===== src/rtl/mod_updown_counter.sv =====
// Modulo-N up/down counter with clear, load, wrap/saturate and terminal-count outputs.
// Optional sticky overflow flag (ovf/ovf_clr) built when COUNTER_OVF_STICKY_EN is defined.
module mod_updown_counter #(
    parameter int WIDTH    = 4,
    parameter int MODULUS  = 10,
    parameter int SATURATE = 0
) (
    input  logic             clk,
    input  logic             rst,
    input  logic             clr,
    input  logic             load,
    input  logic [WIDTH-1:0] load_val,
    input  logic             en,
    input  logic             up_dn,
`ifdef COUNTER_OVF_STICKY_EN
    input  logic             ovf_clr,
    output logic             ovf,
`endif
    output logic [WIDTH-1:0] count,
    output logic             tc,
    output logic             wrap
);

    localparam logic [WIDTH:0]   MAXV = (WIDTH+1)'(MODULUS - 1);
    localparam logic [WIDTH-1:0] MAXW = MAXV[WIDTH-1:0];

    logic [WIDTH:0]   cnt_ext;
    logic [WIDTH:0]   lv_ext;
    logic             at_max;
    logic             at_min;
    logic [WIDTH-1:0] count_next;
    logic             event_edge;

    assign cnt_ext = {1'b0, count};
    assign lv_ext  = {1'b0, load_val};
    assign at_max  = (cnt_ext == MAXV);
    assign at_min  = (cnt_ext == '0);

    assign tc         = en & ((up_dn & at_max) | (~up_dn & at_min));
    assign event_edge = tc & ~clr & ~load;

    always_comb begin
        count_next = count;
        if (clr) begin
            count_next = '0;
        end else if (load) begin
            count_next = (lv_ext > MAXV) ? MAXW : load_val;
        end else if (en) begin
            if (up_dn) begin
                if (!at_max)
                    count_next = count + WIDTH'(1);
                else if (SATURATE == 0)
                    count_next = '0;
            end else begin
                if (!at_min)
                    count_next = count - WIDTH'(1);
                else if (SATURATE == 0)
                    count_next = MAXW;
            end
        end
    end

    always_ff @(posedge clk or negedge rst) begin
        if (!rst) begin
            count <= '0;
            wrap  <= 1'b0;
        end else begin
            count <= count_next;
            wrap  <= event_edge && (SATURATE == 0);
        end
    end

`ifdef COUNTER_OVF_STICKY_EN
    // A new overflow event beats a simultaneous clear request.
    always_ff @(posedge clk or negedge rst) begin
        if (!rst)
            ovf <= 1'b0;
        else if (event_edge)
            ovf <= 1'b1;
        else if (ovf_clr)
            ovf <= 1'b0;
    end
`endif

endmodule

===== config.mk =====
export PLATFORM = sky130hd
export DESIGN_NAME = mod_updown_counter
export DESIGN_NICKNAME = d
export VERILOG_FILES = /design/src/rtl/mod_updown_counter.sv
export SDC_FILE = /design/constraint.sdc
export NUM_CORES = 1
export LEC_CHECK = 0
export CAP_MARGIN = 10
export CORE_AREA = 10 10 47 49
export DETAILED_ROUTE_END_ITERATION = 6
export DIE_AREA = 0 0 57 59
export MAX_ROUTING_LAYER = met4
export SYNTH_ARGS = -nofsm -noshare
export SYNTH_HDL_FRONTEND = slang
export SYNTH_SLANG_ARGS = --single-unit

===== constraint.sdc =====
create_clock -name clk -period 4 [get_ports clk]
set_clock_uncertainty 0.15 [all_clocks]
set_input_delay 0.8 -clock clk [delete_from_list [all_inputs] [get_ports clk]]
set_output_delay 0.8 -clock clk [all_outputs]
set_load 0.01 [all_outputs]

[Word-level counts from Yosys, hierarchy flattened]
Cells that the tools add are included.
Operators by class
  mux-type cells: 7
  eq/ne operators: 1
  add/sub/neg operators: 2
  reductions and logical operators: 2
  $lt $le $gt $ge: 1
  bitwise gates (word level): 9
Operators by type and width (count)
  two-way mux 4 bit: 7
  bitwise AND 1 bit: 5
  logical NOT 5 bit: 1
  adder 4 x 1 -> 4 bit, second input constant: 1
  equality test 4 bit, second input constant: 1
  greater-than comparator 4 bit, second input constant: 1
  subtractor 4 x 1 -> 4 bit, second input constant: 1
  NOT 1 bit: 3
  nonzero test 3 bit: 1
  OR 1 bit: 1
Storage, ports and cells
  register bits after elaboration: 5
  output and inout port bits: 6
  logic and storage cells: 24

[Depth between registers and ports, before layout]
  depth after elaboration: 6
  gate-level depth with buffers: 5

[Worst setup path after synthesis]
OpenSTA, ideal clock, no wires.
  path type: input to output
  start point: input up_dn
  end point: output tc
  stages: 3
  data required time: 3.050 ns
  path buffers: 1
  slack: 1.370 ns
  data arrival time: 1.680 ns
  cells stage by stage: buf_2 > or3_4 > a2111oi_4
Between the ends
  cells in the longest elaborated chain, start to end: 4
RTL lines
  start: declaration: line 14  | input logic up_dn,
  NOT 1 bit: line 39  | assign tc = en & ((up_dn & at_max) | (~up_dn & at_min));
  bitwise AND 1 bit: line 39
  OR 1 bit (*): line 39
  bitwise AND 1 bit (*): line 39
  end: declaration: line 20  | output logic tc,
Mark *: on every way between the ends. The rest lies on a longest branch, timed or not.

[Final worst setup path]
Ends and elaborated chain as after synthesis.

==> flow_summary.json <==
{
  "synth_edf_count": 0,
  "fin_crit_sh_pct": 90.8,
  "synthArstFlopShare_pct": 100,
  "cts-root-buf": "clkbuf_4",
  "yosys.area_share.adder_pct": 0,
  "ys_seq_elements": 5,
  "gr-total-overflow": 0,
  "startpoint_type": "input pin",
  "design_area_um2": 606,
  "rr_startpoint": "count[0]$_DFFE_PN0P_",
  "maxSlewHeadroom_pct": 74.2,
  "hold_violations": 0,
  "drc": 0,
  "synth_top_family_by_area": "compound AO/OA/AOI/OAI gates",
  "n_antenna_cell": 0,
  "cp_data_arrival_time_ns": 2.68,
  "ys_seq_area_share_pct": 28.4,
  "critPathBufInv": 2,
  "vdd_drop_max_mv": 0.189,
  "fin_crit_ns": 3.63,
  "fmax_ghz": 0.275,
  "htreeDepth": 1,
  "rsz0062_at_grt": "false",
  "hpwl_um": 814,
  "holdBufCountCts": 0,
  "muxShareOfSynthArea_pct": 0,
  "wl_per_cell_um": 13.2,
  "fin_nets": 76,
  "cp_slowest_cell": "clkdlybuf4s50_1",
  "synthXorXnorAreaFrac_pct": 5.97,
  "critPathTopFamily": "buffers and inverters",
  "power_density_nw_per_um2": 278,
  "final.setup.tns_ns": 0,
  "rows": 14,
  "ys_types": 28,
  "synth.top_cell.area_share_pct": 28.4,
  "synthFlopType": "dfrtp_1",
  "core_area_um2": 1400,
  "drive_gt1_share_pct": 10.8,
  "criticalPathCategory": "input pin to output port",
  "cts_setup_buffers": 0,
  "syn2layout_area_growth_pct": 37.5,
  "cts.sinks": 5,
  "synth-simple-area-share_pct": 25.0,
  "drt.antenna.violating_nets": 0,
  "syn_inst": 50,
  "gp_congestion": 0.748,
  "synth.area.top_cells": "dfrtp_1 (28%), a2111oi_4 (6.3%), buf_6 (5.1%)",
  "antenna_found_initial": 0,
  "die_area_um2": 3360,
  "fill_cells": 153,
  "via_per_inst": 5.09,
  "cp-end-kind": "output port",
  "leakage_uw": 0.000229,
  "report.final.slew_viol_count": 0,
  "status": "finished clean",
  "synth_compound_area_share_pct": 30.1,
  "die_y_um": 59,
  "grt_pass1_vias": 439,
  "vias": 412,
  "port_buffers": 15,
  "cts_tree": "done",
  "critPathMostFrequentCell": "clkdlybuf4s50_1",
  "hold_class": "flip-flop to flip-flop",
  "place_area_um2": 579,
  "cp-startpoint": "up_dn",
  "avgSynthCellArea_um2": 8.81,
  "setup_viol_count_final": 0,
  "drt_pass1_iterations": 4,
  "ctsResizeCount": 0,
  "die_w_um": 57,
  "yosys.area.top_type": "dfrtp_1",
  "crit_chain": "clkdlybuf4s50_1 > or3_4 > a2111oi_4 > clkdlybuf4s50_1",
  "cp_slowest_stage_delay_ns": 0.60,
  "insertion_delay_ns": 0.24,
  "start_util_pct": 31.4,
  "grt_max_degree": 12,
  "grt_pass1_wl_um": 1870,
  "synth_warnings": 0,
  "cts_buffers": 3,
  "netlist_area_um2": 440,
  "holdCritStartpoint": "count[3]$_DFFE_PN0P_",
  "clk_pin_slew_ns": 0.05,
  "cts_max_path_buffers": 2,
  "grt_usage_pct": 7.18,
  "syn_nets": 60,
  "drt_iter0_drc": 7,
  "cp.required_ns": 3.05,
  "drt-total-wl_um": 1070,
  "io_pins": 16,
  "drv_cap": 0,
  "tightest_slew_ns": 0.387,
  "crit_path_max_fanout": 8
}
[registers in the layout, indices dropped and copies added (netlist names)]
| register | flops |
|---|---|
| count | 4 |
| wrap | 1 |
[power breakdown]
part	leakage, uW	internal [uW]	total [uW]	switching (uW)
Combinational	0.000148	27.2	46.1	19.0
Clock	0.0000150	37.8	59.1	21.3
Sequential	0.0000661	53.8	62.8	8.99
Total	0.000229	119	168	49.3
[logic make-up (layout without fill, tap and decap cells)]
kind of cell | count (synthesis) | count (layout)
compound gates | 16 | 16
xor+xnor | 3 | 3
buf+inv | 8 | 23
flops | 5 | 5
simple gates | 18 | 18
[Yosys cell counts, types with 2 or more instances]
| cell | n |
|---|---|
| dfrtp_1 | 5 |
| a21oi_1 | 4 |
| inv_1 | 4 |
| nor2_1 | 4 |
| nor2b_1 | 3 |
| o21ai_0 | 3 |
| a221oi_1 | 2 |
| buf_6 | 2 |
| nand2b_1 | 2 |
| nor3_1 | 2 |
| xor2_1 | 2 |
[worst paths after layout]
path,endpoint,cells past startpoint,slack (ns)
min in group asynchronous,count[2]$_DFFE_PN0P_,1,0.63
max in group asynchronous,count[1]$_DFFE_PN0P_,1,2.86
hold / removal,count[3]$_DFFE_PN0P_,2,0.57
hold reg to reg,count[3]$_DFFE_PN0P_,2,0.57
setup reg to reg,wrap$_DFF_PN0_,3,2.27
setup / recovery,tc,4,0.37
[worst reg2reg max path, cell delays in order, from the launching register on]
cell and delay, ns:
dfrtp_1 0.51, or3_4 0.44, a2111oi_4 0.35, nor3b_2 0.21
[metal layers]
layer  share of wire [%]  GRT usage (%)  vias up
met5                   0              -        -
met2                  44           11.2       15
met4                 2.6           4.03        0
met1                  47           7.19      180
met3                 6.2           3.65        4
li1                    -              -      213
[layout make-up]
cell class                      count  area [um2]  share of cell area [%]
Clock buffer                        4        26.3                    4.34
Inverter                            4        15.0                    2.48
Multi-Input combinational cell     37         269                    44.4
Sequential cell                     5         125                    20.7
Tap cell                           16        20.0                    3.31
Timing Repair Buffer               15         150                    24.8
[through the flow]
step,worst slack [ns],total power (uW),utilization (%),hold slack [ns],std cells
2_1_floorplan,1.37,90.3,-,0.354,50
3_3_place_gp,0.399,110,41.3,0.579,77
3_5_place_dp,0.363,110,41.3,0.571,77
4_1_cts,0.360,173,43.2,0.578,81
5_1_grt,0.278,182,43.2,0.611,81
6_report,0.368,168,43.2,0.573,81
[layout by cell type (no fill, tap or decap), drive strengths merged]
cell type / synthesis / layout
a2111oi: 1 / 1
or3: 2 / 2
nand4b: 1 / 1
nand3: 1 / 1
a311oi: 1 / 1
nand2: 1 / 1
o32a: 1 / 1
o2111ai: 1 / 1
clkdlybuf4s50: 0 / 15
xnor2: 1 / 1
o21ai: 3 / 3
xor2: 2 / 2
a221oi: 2 / 2
nand2b: 2 / 2
dfrtp: 5 / 5
nor3b: 1 / 1
o21ba: 1 / 1
nor2: 4 / 4
nor2b: 3 / 3
and3: 1 / 1
o21bai: 1 / 1
inv: 4 / 4
a21oi: 4 / 4
nor3: 2 / 2
clkbuf: 1 / 4
a21boi: 1 / 1
Note: power is estimated with default switching activity, not from simulation.
